--- config.mk ---
export PLATFORM = sky130hd
export DESIGN_NAME = parking_gate_ctrl
export DESIGN_NICKNAME = d
export VERILOG_FILES = /design/src/rtl/parking_gate_ctrl.sv
export SDC_FILE = /design/constraint.sdc
export NUM_CORES = 1
export LEC_CHECK = 0
export ABC_CLOCK_PERIOD_IN_PS = 2200
export CORE_MARGIN = 3
export CORE_UTILIZATION = 49
export DETAILED_ROUTE_END_ITERATION = 10
export PLACE_DENSITY = 0.75
export SYNTH_ARGS = -nofsm -noshare
export SYNTH_HDL_FRONTEND = slang
export SYNTH_SLANG_ARGS = --single-unit
--- constraint.sdc ---
create_clock -name clk -period 2.2 [get_ports clk]
set_input_delay 0.44 -clock clk [delete_from_list [all_inputs] [get_ports clk]]
set_output_delay 0.44 -clock clk [all_outputs]
set_load 0.02 [all_outputs]
--- src/rtl/parking_gate_ctrl.sv ---
// parking_gate_ctrl: parking-lot barrier sequencer, occupancy counter and status flags
//
// Ports:
//   clk        system clock
//   rst_n      asynchronous active-low reset
//   sensor_a   debounced outer sensor (1 = vehicle present)
//   sensor_b   debounced inner sensor (1 = vehicle present)
//   occupancy  cars currently inside (saturates at CAPACITY and at 0)
//   full       occupancy == CAPACITY
//   empty      occupancy == 0
//   gate_open  barrier raise command
//   car_in     one-cycle pulse, entry completed
//   car_out    one-cycle pulse, exit completed
//   denied     one-cycle pulse, entry attempted while full
//   err        sticky over/underflow attempt or fault entered
//   fault      FSM is in FAULT
//
// Optional macro PARK_TIMEOUT_EN builds a stall counter that forces FAULT
// when a passage sits on one sensor pattern for TIMEOUT_CYC cycles.
module parking_gate_ctrl #(
    parameter int CAPACITY    = 16,
    parameter int CNT_W       = 5,
    parameter int TIMEOUT_CYC = 24000000
) (
    input  logic             clk,
    input  logic             rst_n,
    input  logic             sensor_a,
    input  logic             sensor_b,
    output logic [CNT_W-1:0] occupancy,
    output logic             full,
    output logic             empty,
    output logic             gate_open,
    output logic             car_in,
    output logic             car_out,
    output logic             denied,
    output logic             err,
    output logic             fault
);
    typedef enum logic [2:0] {IDLE, IN_A, IN_AB, IN_B, OUT_B, OUT_BA, OUT_A, FAULT} state_t;
    localparam logic [CNT_W-1:0] CAP = CNT_W'(CAPACITY);

    if ((1 << CNT_W) <= CAPACITY || TIMEOUT_CYC < 1) begin : g_bad_param
        $error("parking_gate_ctrl: CNT_W too narrow for CAPACITY or TIMEOUT_CYC < 1");
    end

    state_t           state, ns;
    logic [1:0]       s;
    logic             full_lat, lat_n, inc, dec, deny, ovf, gate_n;
    logic [CNT_W-1:0] occ_n;
    logic             timeout;

    assign s = {sensor_a, sensor_b};

`ifdef PARK_TIMEOUT_EN
    localparam int TW = $clog2(TIMEOUT_CYC + 1);
    logic [TW-1:0] stall;
    logic [1:0]    s_prev;
    // stall holds how many sampled cycles s has kept its current value
    assign timeout = state != IDLE && state != FAULT && s == s_prev && stall >= TW'(TIMEOUT_CYC - 1);
    always_ff @(posedge clk or negedge rst_n) begin
        if (!rst_n) begin
            stall  <= '0;
            s_prev <= 2'b00;
        end else begin
            s_prev <= s;
            stall  <= s != s_prev ? TW'(1) : (state == IDLE || state == FAULT) ? '0 : stall + 1'b1;
        end
    end
`else
    assign timeout = 1'b0;
`endif

    always_comb begin
        ns = state;
        case (state)
            IDLE:   ns = s == 2'b10 ? IN_A  : s == 2'b01 ? OUT_B  : s == 2'b11 ? FAULT : IDLE;
            IN_A:   ns = s == 2'b11 ? IN_AB : s == 2'b00 ? IDLE   : s == 2'b01 ? FAULT : IN_A;
            IN_AB:  ns = s == 2'b01 ? IN_B  : s == 2'b10 ? IN_A   : IN_AB;
            IN_B:   ns = s == 2'b00 ? IDLE  : s == 2'b11 ? IN_AB  : s == 2'b10 ? FAULT : IN_B;
            OUT_B:  ns = s == 2'b11 ? OUT_BA : s == 2'b00 ? IDLE  : s == 2'b10 ? FAULT : OUT_B;
            OUT_BA: ns = s == 2'b10 ? OUT_A : s == 2'b01 ? OUT_B  : OUT_BA;
            OUT_A:  ns = s == 2'b00 ? IDLE  : s == 2'b11 ? OUT_BA : s == 2'b01 ? FAULT : OUT_A;
            FAULT:  ns = s == 2'b00 ? IDLE  : FAULT;
            default: ns = IDLE;
        endcase
        if (timeout) ns = FAULT;
    end

    always_comb begin
        inc    = state == IN_B && ns == IDLE;
        dec    = state == OUT_A && ns == IDLE;
        deny   = state == IDLE && ns == IN_A && full;
        ovf    = (inc && occupancy == CAP) || (dec && occupancy == '0);
        occ_n  = ovf ? occupancy : inc ? occupancy + 1'b1 : dec ? occupancy - 1'b1 : occupancy;
        // full status is frozen at the start of an entry so the gate decision holds for the passage
        lat_n  = state == IDLE && ns == IN_A ? full : full_lat;
        gate_n = (ns == IN_A || ns == IN_AB || ns == IN_B) ? !lat_n : (ns == OUT_B || ns == OUT_BA || ns == OUT_A);
    end

    always_ff @(posedge clk or negedge rst_n) begin
        if (!rst_n) begin
            state     <= IDLE;
            full_lat  <= 1'b0;
            occupancy <= '0;
            full      <= 1'b0;
            empty     <= 1'b1;
            gate_open <= 1'b0;
            car_in    <= 1'b0;
            car_out   <= 1'b0;
            denied    <= 1'b0;
            err       <= 1'b0;
            fault     <= 1'b0;
        end else begin
            state     <= ns;
            full_lat  <= lat_n;
            occupancy <= occ_n;
            full      <= occ_n == CAP;
            empty     <= occ_n == '0;
            gate_open <= gate_n;
            car_in    <= inc;
            car_out   <= dec;
            denied    <= deny;
            err       <= err | ovf | (ns == FAULT);
            fault     <= ns == FAULT;
        end
    end
endmodule

Word-level counts from Yosys, hierarchy flattened
Cells that the tools add are included.
Widths: inputs -> output; s select.
Operators by class
  eq/ne operators: 19
  reductions and logical operators: 17
  $add $sub $neg: 2
  mux-type cells: 26
  bitwise gates (word level): 2
Operator list (number)
  $mux 3: 13
  $eq 3x3->1 const B: 8
  $pmux 3 s8: 1
  $mux 5: 3
  $eq 3x2->1 const B: 4
  $eq 5x5->1 const B: 2
  $logic_not 5->1: 2
  $mux 2: 5
  $eq 3x1->1 const B: 2
  $logic_and 1x1->1: 6
  $logic_not 3->1: 2
  $add 5x1->5 const B: 1
  $logic_or 1x1->1: 5
  $sub 5x1->5 const B: 1
  $eq 2x2->1 const B: 2
  $mux 1: 4
  $eq 2x1->1 const B: 1
  $logic_not 2->1: 1
  $or 1x1->1: 2
  $logic_not 1->1: 1
Word-level totals
  input port bits: 4
  output and inout bits: 13
  logic and storage cells: 77
  bits in registers: 17

Longest topological paths before layout
Gate-level depths: netlist (run 1).
  word-level depth: 11
  mapped depth: 9
  mapped depth without buffers: 9

Worst setup path before layout (run 1)
No wires, ideal clock.
  path type: input port to flip-flop
  start point: input sensor_b
  end point: register full
  buffers on the path: 0
  library setup time: 0.129 ns
  setup slack: -0.093 ns
  data arrival time: 2.164 ns
  stages: 9
  data required time: 2.071 ns
  cells stage by stage: inv_1 > ha_1 > nor4b_2 > a211oi_1 > o32ai_4 > inv_4 > o41ai_2 > o31ai_2 > nor3b_2
On the way
  cells in the longest elaborated chain, start to end: 11
  elaborated cells between the ends (all ways): 35
  those cells by class: eq/ne: 4; mux: 24; reduce/logical: 7
RTL lines
  start: declaration: line 28  | input logic sensor_b,
  $eq 2x1->1 (tied with other cells)
  $mux 1 (tied with other cells): line 82  | OUT_A: ns = s == 2'b00 ? IDLE : s == 2'b11 ? OUT_BA : s == 2'b01 ? FAULT : OUT_A;
  $mux 2 (tied with other cells): line 82
  $mux 3, on equally long branches: line 82, 76, 80
  $pmux 3 s8 *: line 75  | case (state)
  via ns[0]: line 46  | state_t state, ns;
  $logic_not 3->1 *: line 90, 91
  $logic_and 1x1->1, on equally long branches: line 91, 90
  $mux 5 or $logic_and 1x1->1 (tied branches): line 94, 93
  $mux 5 or $logic_or 1x1->1 (tied branches): line 94, 93
  $mux 5 *: line 94  | occ_n = ovf ? occupancy : inc ? occupancy + 1'b1 : dec ? occupancy - 1'b1 : occupancy;
  via occ_n[4]: line 49  | logic [CNT_W-1:0] occ_n;
  $eq 5x5->1 *: line 117  | full <= occ_n == CAP;
  end signal: assignment: line 105  | full <= 1'b0;
  end signal: assignment: line 117
  end: declaration: line 30  | output logic full,
The timed path passes the listed nets; every way through them passes the cells marked *.

Final worst setup path (run 1)
  start point: register state[1]
  end point: register full
On the way
  cells in the longest elaborated chain, start to end: 8
  elaborated cells between the ends (all ways): 19
  those cells by class: eq/ne: 8; mux: 4; reduce/logical: 7
RTL lines
  start: declaration: line 46
  start signal: assignment: line 114  | state <= ns;
  $eq 3x3->1 (tied with other cells): line 75
  $pmux 3 s8 *: line 75
  via ns[0]: line 46
  $logic_not 3->1 *: line 90, 91
  $logic_and 1x1->1, on equally long branches: line 91, 90
  $mux 5 or $logic_and 1x1->1 (tied branches): line 94, 93
  $mux 5 or $logic_or 1x1->1 (tied branches): line 94, 93
  $mux 5 *: line 94
  via occ_n[4]: line 49
  $eq 5x5->1 *: line 117
Marked as above.

==> results of run 1 <==
## worst paths after layout
kind,slack (ns),cells after the start,end
max,-0.03,7,full$_DFF_PN0_
min,0.50,1,full_lat$_DFF_PN0_
max reg2reg,-0.03,7,full$_DFF_PN0_
min reg2reg,0.50,1,full_lat$_DFF_PN0_
max in group asynchronous,1.10,1,state[2]$_DFF_PN0_
min in group asynchronous,0.58,1,state[1]$_DFF_PN0_
## worst max-delay path: stages, from the launching register on
cell and delay [ns]:
dfrtp_1 0.43, or3_4 0.40, or2_4 0.27, o32ai_4 0.19
inv_4 0.09, o41ai_4 0.41, o31ai_4 0.15, nor3b_2 0.17
## layout by cell type, fill, tap and decap left out, types with 4 or more instances in the layout
cell,synthesis,layout
ha_1,9,6
clkdlybuf4s50_1,0,14
inv_1,9,7
buf_4,0,36
nor2_1,9,7
nand4_1,5,5
nand3b_1,4,4
dfrtp_1,16,15
a211oi_1,8,5
nand2_1,6,6
## flip-flops by register name, summed over array words and instances, names as in the netlist
register and flops:
occupancy 5, state 3, car_in 1, car_out 1, denied 1, empty 1, err 1, fault 1
full 1, full_lat 1, gate_open 1
## stage by stage
stage	worst slack (ns)	TNS (ns)	utilization [%]	instances	area (um2)
final	-0.0336	-0.0482	81.8	212	1880
after global routing	-0.112	-0.297	81.8	212	1880
after CTS	0.000447	0	81.3	210	1870
after detailed placement	-0.734	-7.68	75.1	204	1720
after global placement	-0.642	-6.76	75.1	204	1720
after floorplan	-0.0437	-0.0437	-	129	1270
## area by class of cell
class / instances / area (um2)
Fill cell: 127 / 418
Sequential cell: 17 / 428
Timing Repair Buffer: 55 / 463
Clock buffer: 4 / 26.3
Inverter: 11 / 43.8
Multi-Input combinational cell: 97 / 883
Tap cell: 28 / 35.0
## power by group through the flow
stage / Combinational, mW / Sequential (mW) / Clock [mW]
floorplan: 0.879 / 0.570 / 0
detailed placement: 1.63 / 0.489 / 0
global placement: 1.59 / 0.486 / 0
global route: 1.98 / 0.493 / 0.194
finish: 1.86 / 0.479 / 0.170
CTS: 1.79 / 0.477 / 0.173
## cells by family (layout without fill, tap and decap cells)
| logic type | count (synthesis) | count (layout) | synth area share [%] |
|---|---|---|---|
| AND/OR/NAND/NOR | 51 | 51 | 25.8 |
| multiplexers | 1 | 1 | 0.806 |
| flip-flops | 17 | 17 | 34.3 |
| AO/OA/AOI/OAI | 34 | 34 | 23.6 |
| adder cells (fa/ha/maj) | 9 | 9 | 9.06 |
| buffers and inverters | 15 | 70 | 5.03 |
| XOR/XNOR | 2 | 2 | 1.41 |
## what timing repair did
action	in CTS	in global routing
pin swaps	9	6
resized for setup	23	4
endpoints found under the setup margin	14	6
buffers inserted	2	2
## metal layers
metal	wire, um	vias up
li1	-	591
met1	1490	590
met2	1830	51
met3	186	10
met4	104	0
met5	0	-
==> results, run 1 <==
- The combinational cell fraction of total power is approximately three quarters.
- After synthesis, the most frequently instantiated cells are 16 x dfrtp_1, 9 x ha_1, 9 x inv_1, 9 x nor2_1, 8 x a211oi_1.
- Summing over every cut layer, the via total after detailed routing is 1,242.
- The height of the die is 56.4 um.
- The switching power of the nets is between 1 and 1.5 mW.
- The met3 layer usage reported by global route is 6.67%.
- The most used flip-flop cell after synthesis is dfrtp_1.
- Entering global routing, the biggest net connects 18 pins.
- The floorplan row count is 17.
- The first global-routing pass estimated between 5000 and 6000 um of wire.
- The synthesized design spends more area on one cell type than any other, namely dfrtp_1.
- The fraction of final layout cells with drive strength greater than 1 is 41.3%.
- The critical path data arrival time is 2.42 ns.
- Setup repair after global routing could not meet its margin everywhere.
- In this run, CTS created clock tree buffers numbering 3.
- The post-synthesis sequential element count is 17.
- Of the synthesized area, sequential elements account for 34.3%.
- The total half-perimeter wirelength after legalization and detailed placement is between 2000 and 3000 um.
- The count of pins over their slew limit is 0.
- Setup violations remaining at the end of the flow were counted as 2.
- 0 antenna diodes ended up in the layout.
- The via count of the first global-routing pass is 1,266.
- The global routing met2 resource utilization is 40.4%.
- The clock network accounts for 6.8% of the total power.
- The average instance in the mapped netlist occupies 9.63 um2.
- For the worst setup path, the data required time is 2.38 ns.
- Across the run, the number of max-cap violations was 0.
- The highest attainable clock frequency is 0.448 GHz.
- The post-detailed-route via-to-cell ratio is 5.86.
- The core region is between 2000 and 2500 um2.
- Dividing the detail-routed wire length by the instance count gives 17.1 um.
- The slack of the critical path is -0.0336 ns.
- Counting along the longest clock path gives a buffer depth of 2.
- Of all nets on the critical path, the largest fanout is 4.
- The initial antenna violation count came to 0.
- 17 I/O pins were placed.
- The starting DRC count in detailed routing is 59.
- The number of remaining DRC errors is 0.
- The clock period minus worst slack is around 2.2 ns.
- Yosys mapped a number of flops with a built-in enable equal to 0.
- The floorplan step set the die width to approximately 56 um.
- Yosys attributes the largest share of cell area to dfrtp_1 32%, ha_1 9.1%, a211oi_1 4.8%.
- The startpoint identified for the worst hold timing path is full_lat$_DFF_PN0_.
- Hold timing on the final database bottoms out at a slack of between 0.4 and 0.5 ns.
- The number of nets in the synthesized netlist is 142.
- The number of H-tree branching levels is 1.
- The CTS root buffer is clkbuf_4.
- The final clock skew is 0.00231 ns.
- The power per cell area is 1340 nW/um2.
- Clock latency on the worst-skew pair, taken at its later pin, is 0.30 ns.
- The area of the die is 3180 um2.
- The total wire length is 3620 um.
- The final count of hold timing violations came to 0.
- The quantity of I/O buffers inserted on ports is 16.
- The ratio of final minimum period to clock period is 102%.
- The launch point of the worst path is state[1]$_DFF_PN0_.
- The net count of the finished layout is 198.
- The fraction of power spent switching nets is 46.5%.
- The kind of critical path is flip-flop to flip-flop.
- The cell area that synthesis handed to floorplanning was 1240 um2.
- Once detail routing completed, the nets flagged for antenna violations numbered 0.
- The kind of start point of the critical path is a flip-flop.
- The run finished, with violations left.
- The endpoint type of the worst setup path is a flip-flop.
- The total congestion overflow is 0.
- The layout-stage area growth over the synthesis result is 51.3%.
- In the synthesized netlist the async set-or-reset flop fraction comes to 100%.
- Per report_power, the sequential group accounts for 19.1% of the total.
- TritonCTS built the clock tree.
- The internal power is 1.34 mW.
- The number of optimization iterations in the first detailed-route pass is 4.
- IR analysis of the VDD net gives a maximum drop of between 1000 and 1500 uV.
- The overall power of the completed layout is 2.51 mW.
- After clock tree synthesis, the clock-pin slew on the worst setup and hold paths is 0.10 ns.
- The startpoint identified for the worst register-to-register timing path is state[1]$_DFF_PN0_.
- The checks that failed: negative setup slack.
- The met1 demand-to-capacity share in global routing is 28.8%.
- The count of synthesis-stage warnings from yosys is 0.
- The count of cell types in the netlist is 48.
- The leakage power summed over all cells is around 0.81 nW.
- The worst hold path class is flip-flop to flip-flop.
- The leading cell type by number of instances after synthesis is dfrtp_1.
- Headroom to the max-slew limit came out at 49.3%.
- For this configuration, the core starts out at a cell density of 54.1%.
- At the end of routability-driven placement, the weighted congestion stood at 0.966.
- The share of Yosys cell area claimed by the top area cell type is approximately 32%.
- The worst-margin pin slew is 0.759 ns.
- Buffers inserted to repair hold after CTS numbered 0.
- Synthesis produced a netlist whose cell count is 129.
- The number of sinks driven by the clock tree is 17.
- In this run the most used layer during global routing was met2.
- The combined global-route utilization of all metal layers is 24.0%.
Power figures use the tool's default switching activity.
==> run 2, diff against run 1 <==
--- a/config.mk
+++ b/config.mk
@@ -5,7 +5,7 @@
 export SDC_FILE = /design/constraint.sdc
 export NUM_CORES = 1
 export LEC_CHECK = 0
-export ABC_CLOCK_PERIOD_IN_PS = 2200
+export ABC_CLOCK_PERIOD_IN_PS = 2000
 export CORE_MARGIN = 3
 export CORE_UTILIZATION = 49
 export DETAILED_ROUTE_END_ITERATION = 10
==> constraint.sdc (replaced) <==
create_clock -name clk -period 2 [get_ports clk]
set_input_delay 0.4 -clock clk [delete_from_list [all_inputs] [get_ports clk]]
set_output_delay 0.4 -clock clk [all_outputs]
set_load 0.02 [all_outputs]
==> run 2 against run 1 <==
  * The flow now stops in 5_1_grt
  * Synthesized area unchanged
  * Synthesized cell count is the same
==> results, run 2 <==
- In the synthesized netlist, the cells that appear most often are 16 x dfrtp_1, 9 x ha_1, 9 x inv_1, 9 x nor2_1, 8 x a211oi_1.
- The I/O pin count is 17 (unchanged).
- In the post-synthesis netlist, the cell with the most instances is dfrtp_1.
- It got as far as 5_1_grt and failed there.
- The die span in x is 56.4 um (unchanged).
- The initial antenna violation count is 0.
- Entering global routing, the biggest net connects 18 pins.
- The count of cell types in the netlist is 48 (unchanged).
- The maximum buffer depth of the clock tree was 2 (unchanged).
- The run stopped with a tool error.
- The count of synthesis-stage warnings from yosys is 0 (unchanged).
- The number of nets in the synthesized netlist is 142 (unchanged).
- The post-synthesis cell type with the largest combined area is dfrtp_1.
- The CTS root buffer is clkbuf_4.
- The share of Yosys cell area claimed by the top area cell type is 32.2% (unchanged).
- The critical endpoint after global-route timing repair is full$_DFF_PN0_/D.
- The total half-perimeter wirelength after legalization and detailed placement came to 2930 um (+10%).
- The height of the die was 56.4 um (unchanged).
- The effective utilization at floorplan was 54.1% (unchanged).
- The final weighted congestion of routability-driven global placement is 0.922 (-4.6%).
- Sorting the synthesized cells by area gives the leading types as dfrtp_1 32%, ha_1 9.1%, a211oi_1 4.8%.
- The post-synthesis sequential element count is 17 (unchanged).
- After the last repair the worst path ends at a register input.
- The number of sinks driven by the clock tree is 17 (unchanged).
- The clock buffer count from CTS is 3 (unchanged).
- The first error in the log reads "[ERROR DPL-0033] detailed placement checks failed during check placement".
- The number of flops mapped to enable cells by yosys is 0 (unchanged).
- The floorplan row count is 17 (unchanged).
- The quantity of I/O buffers inserted on ports is 16 (unchanged).
- The number of cells produced by synthesis is 129 (unchanged).
- The most frequently used flop master after synthesis is dfrtp_1.
- The average cell area after synthesis is 9.63 um2 (unchanged).
- The share of the yosys chip area belonging to registers is 34.3% (unchanged).
- The area of the mapped netlist is 1240 um2 (unchanged).
- The fraction of registers with async set/reset is 100% (unchanged).
- The number of H-tree branching levels is 1 (unchanged).
[run 2: stage by stage]
| stage | setup slack (ns) | cells | area, um2 |
|---|---|---|---|
| floorplan | -0.191 | 129 | 1270 |
| global placement | -0.776 | 210 | 1770 |
| detailed placement | -0.892 | 210 | 1770 |
| CTS | -0.190 | 222 | 2030 |
[run 2: logic make-up after synthesis]
logic type	after synthesis	synth area share, %
xor gates and xnor gates	2	1.41
buffers and inverters	15	5.03
AOI/OAI and AO/OA	34	23.6
muxes	1	0.806
DFF	17	34.3
adders and majority gates	9	9.06
and+or+nand+nor	51	25.8
[run 2: what timing repair did]
| action | CTS |
|---|---|
| pin swaps | 15 |
| endpoints found under the setup margin | 14 |
| buffers inserted | 8 |
| hold buffers | 0 |
| gates resized for setup | 37 |
==> run 3, diff against run 2 <==
==> config.mk (replaced) <==
export PLATFORM = sky130hd
export DESIGN_NAME = parking_gate_ctrl
export DESIGN_NICKNAME = d
export VERILOG_FILES = /design/src/rtl/parking_gate_ctrl.sv
export SDC_FILE = /design/constraint.sdc
export NUM_CORES = 1
export LEC_CHECK = 0
export ABC_CLOCK_PERIOD_IN_PS = 2600
export CORE_AREA = 3 3 64 66
export DETAILED_ROUTE_END_ITERATION = 10
export DIE_AREA = 0 0 67 69
export PLACE_DENSITY_LB_ADDON = 0.15
export SYNTH_ARGS = -nofsm -noshare
export SYNTH_HDL_FRONTEND = slang
export SYNTH_SLANG_ARGS = --single-unit
==> constraint.sdc (replaced) <==
create_clock -name clk -period 2.6 [get_ports clk]
set_input_delay 0.52 -clock clk [delete_from_list [all_inputs] [get_ports clk]]
set_output_delay 0.52 -clock clk [all_outputs]
set_load 0.02 [all_outputs]
==> run 3 against run 2 <==
  * The flow now finishes without violations
==> results, run 3 (synthesis results as in run 1) <==
- The number of optimization iterations in the first detailed-route pass is 4.
- Dividing the final minimum period by the clock period gives 94.2%.
- The worst path needs around 2.5 ns of the cycle, external delays included.
- The die span in x is 67 um (+19%).
- The final route contains 1,168 vias.
- The floorplan row count was 22 (+5).
- In this run the worst path has a maximum fanout of 5.
- At the worst endpoint, the arrival time is 2.58 ns.
- The count of pins over their slew limit was 0.
- After floorplanning, the core was sized to cover around 3600 um2.
- The antenna diode count is 0.
- The number of hold-repair buffers added at the cts stage is 0 (unchanged).
- The initial antenna violation count came to 0.
- The worst register-to-register path begins at state[2]$_DFF_PN0_.
- The layout-stage area growth over the synthesis result is 44.5%.
- The I/O pin count is 17 (unchanged).
- The CTS root buffer is clkbuf_8.
- The worst setup path is of the input port to flip-flop kind.
- The most critical setup path has its endpoint at full$_DFF_PN0_.
- The final weighted congestion of routability-driven global placement is 0.865 (-6.2%).
- The effective utilization at floorplan is 34.2% (-20 points).
- Max-cap violations in this run came to 0.
- The worst register-to-register path has a depth of 7.
- The register with the most flip-flops in the layout has 5 of them.
- The most common cell after layout, fill and taps aside is buf_4.
- The height of the die was 69 um (+22%).
- Hold timing on the final database bottoms out at a slack of 0.503 ns.
- The flow ran to the end, and the final reports show no timing, DRC or antenna violations.
- The highest attainable clock frequency is 0.408 GHz.
- The wire length per cell after detailed routing is 14.6 um.
- The clock buffer count from CTS came to 3 (unchanged).
- The TritonCTS clock tree is yes.
- The first-pass GRT wire length is 5450 um.
- Cells with a size suffix above 1 make up between 30% and 40% of the layout.
- Walking the worst path, the cells encountered are clkdlybuf4s15_1, inv_2, ha_1, buf_4, and2b_1, o32ai_4, inv_4, o41ai_4, o31ai_4, nor3b_2.
- The min-delay analysis places its worst path in the category flip-flop to flip-flop.
- The worst max-slew margin expressed relative to the limit is roughly 52%.
- The starting DRC count in detailed routing is 75.
- The largest registers in the layout are occupancy x5, state x3.
- The endpoint type of the worst setup path is a flip-flop.
- The number of sinks driven by the clock tree came to 17 (unchanged).
- The via count of the first global-routing pass is 1,120.
- The final number of setup-violating endpoints is 0.
- The maximum VDD drop is 660 uV.
- The pin count of the biggest net entering global routing is 19.
- Using the TritonRoute via totals, the vias-per-cell ratio works out to 5.29.
- Setup repair after global routing left no endpoint under its margin.
- The floorplan step defined a die boundary enclosing 4620 um2.
- The total congestion overflow is 0.
- The top cell types in the final layout, fill and taps aside, are 27 x buf_4, 16 x dfrtp_1, 14 x clkdlybuf4s50_1.
- The later-pin clock latency in the skew report is about 0.25 ns.
- The slowest stage cell on the critical path is o32ai_4.
- In this design, the stage delay of the slowest critical-path cell is 0.38 ns.
- For the pin with the worst max-slew slack, the measured transition is slightly above 0.7 ns.
- The final count of hold timing violations came to 0.
- The number of remaining DRC errors is 0.
- The clock slew seen by the registers of the worst setup and hold paths is 0.06 ns.
- Data on the critical path is required at its endpoint by 2.73 ns.
- occupancy holds more flip-flops than any other register.
- The worst register-to-register path has a setup slack of ~0.20 ns.
- The number of H-tree branching levels is 1 (unchanged).
- The share of the core filled with cells is between 40 and 50%.
- The power per cell area is 1130 nW/um2.
- The layout net count is 187.
- On the final layout, the worst clock skew is roughly 0.0015 ns.
- The total wire length is 3230 um.
- The maximum buffer depth of the clock tree is 2 (unchanged).
- The kind of start point of the critical path is an input port.
- Once detail routing completed, the nets flagged for antenna violations numbered 0.
- The launch point of the worst path is sensor_b.
- The endpoint identified for the worst register-to-register timing path is full$_DFF_PN0_.
- The quantity of I/O buffers inserted on ports is 16 (unchanged).
- The total half-perimeter wirelength after legalization and detailed placement was 2500 um (-15%).
- The leakage power summed over all cells is 0.764 nW.
- The combined global-route utilization of all metal layers is ~15%.
[run 3: what timing repair did]
| item | CTS | global route |
|---|---|---|
| buffers inserted | 2 | 3 |
| gates resized for setup | 13 | 8 |
| endpoints found under the setup margin | 4 | 1 |
| pin swaps | 4 | 4 |
[run 3: final cells by class]
type	count	area (um2)
fill	359	1840
multi-input combinational	97	850
sequential	17	427
timing repair buffer	44	369
tap	48	60.1
inverter	11	43.8
clock buffer	3	41.3
clock inverter	1	5.00
[run 3: worst min path at each step]
stage	startpoint	to	slack, ns	depth (start not counted)
floorplan	rst_n	car_in$_DFF_PN0_	0.22	0
global placement	full_lat$_DFF_PN0_	full_lat$_DFF_PN0_	0.46	1
detailed placement	full_lat$_DFF_PN0_	full_lat$_DFF_PN0_	0.48	1
CTS	full_lat$_DFF_PN0_	full_lat$_DFF_PN0_	0.49	1
global route	err$_DFF_PN0_	err$_DFF_PN0_	0.52	2
finish	err$_DFF_PN0_	err$_DFF_PN0_	0.50	2
[run 3: critical path, delay by kind of cell]
family | cells | cell delay (ns)
AO/OA/AOI/OAI | 3 | 0.90
buffers and inverters | 4 | 0.54
AND/OR/NAND/NOR | 2 | 0.34
adder cells (fa/ha/maj) | 1 | 0.28
[run 3: layer usage]
metal / share of wire [%] / track usage, % / up-vias
met5: 0 / 0 / -
met4: 0.71 / 4.73 / 0
met3: 1.3 / 2.12 / 4
met2: 54 / 24.8 / 11
met1: 44 / 20.2 / 578
li1: - / - / 575
[run 3: power breakdown]
group / internal (mW) / total [mW] / switching [mW]
registers: 0.349 / 0.480 / 0.131
clock network: 0.106 / 0.195 / 0.0886
logic: 0.638 / 1.35 / 0.715
total: 1.09 / 2.03 / 0.935
[run 3: through the flow]
stage          setup TNS [ns]  total power [mW]  worst slack, ns  instance area (um2)  std cells
4_1_cts                     0              1.94            0.104                 1730        218
5_1_grt                     0              2.18           0.0195                 1800        221
3_3_place_gp            -2.84              1.65           -0.425                 1620        212
6_report                    0              2.03            0.150                 1800        221
2_1_floorplan               0              1.20            0.227                 1240        129
3_5_place_dp            -3.36              1.66           -0.461                 1620        212
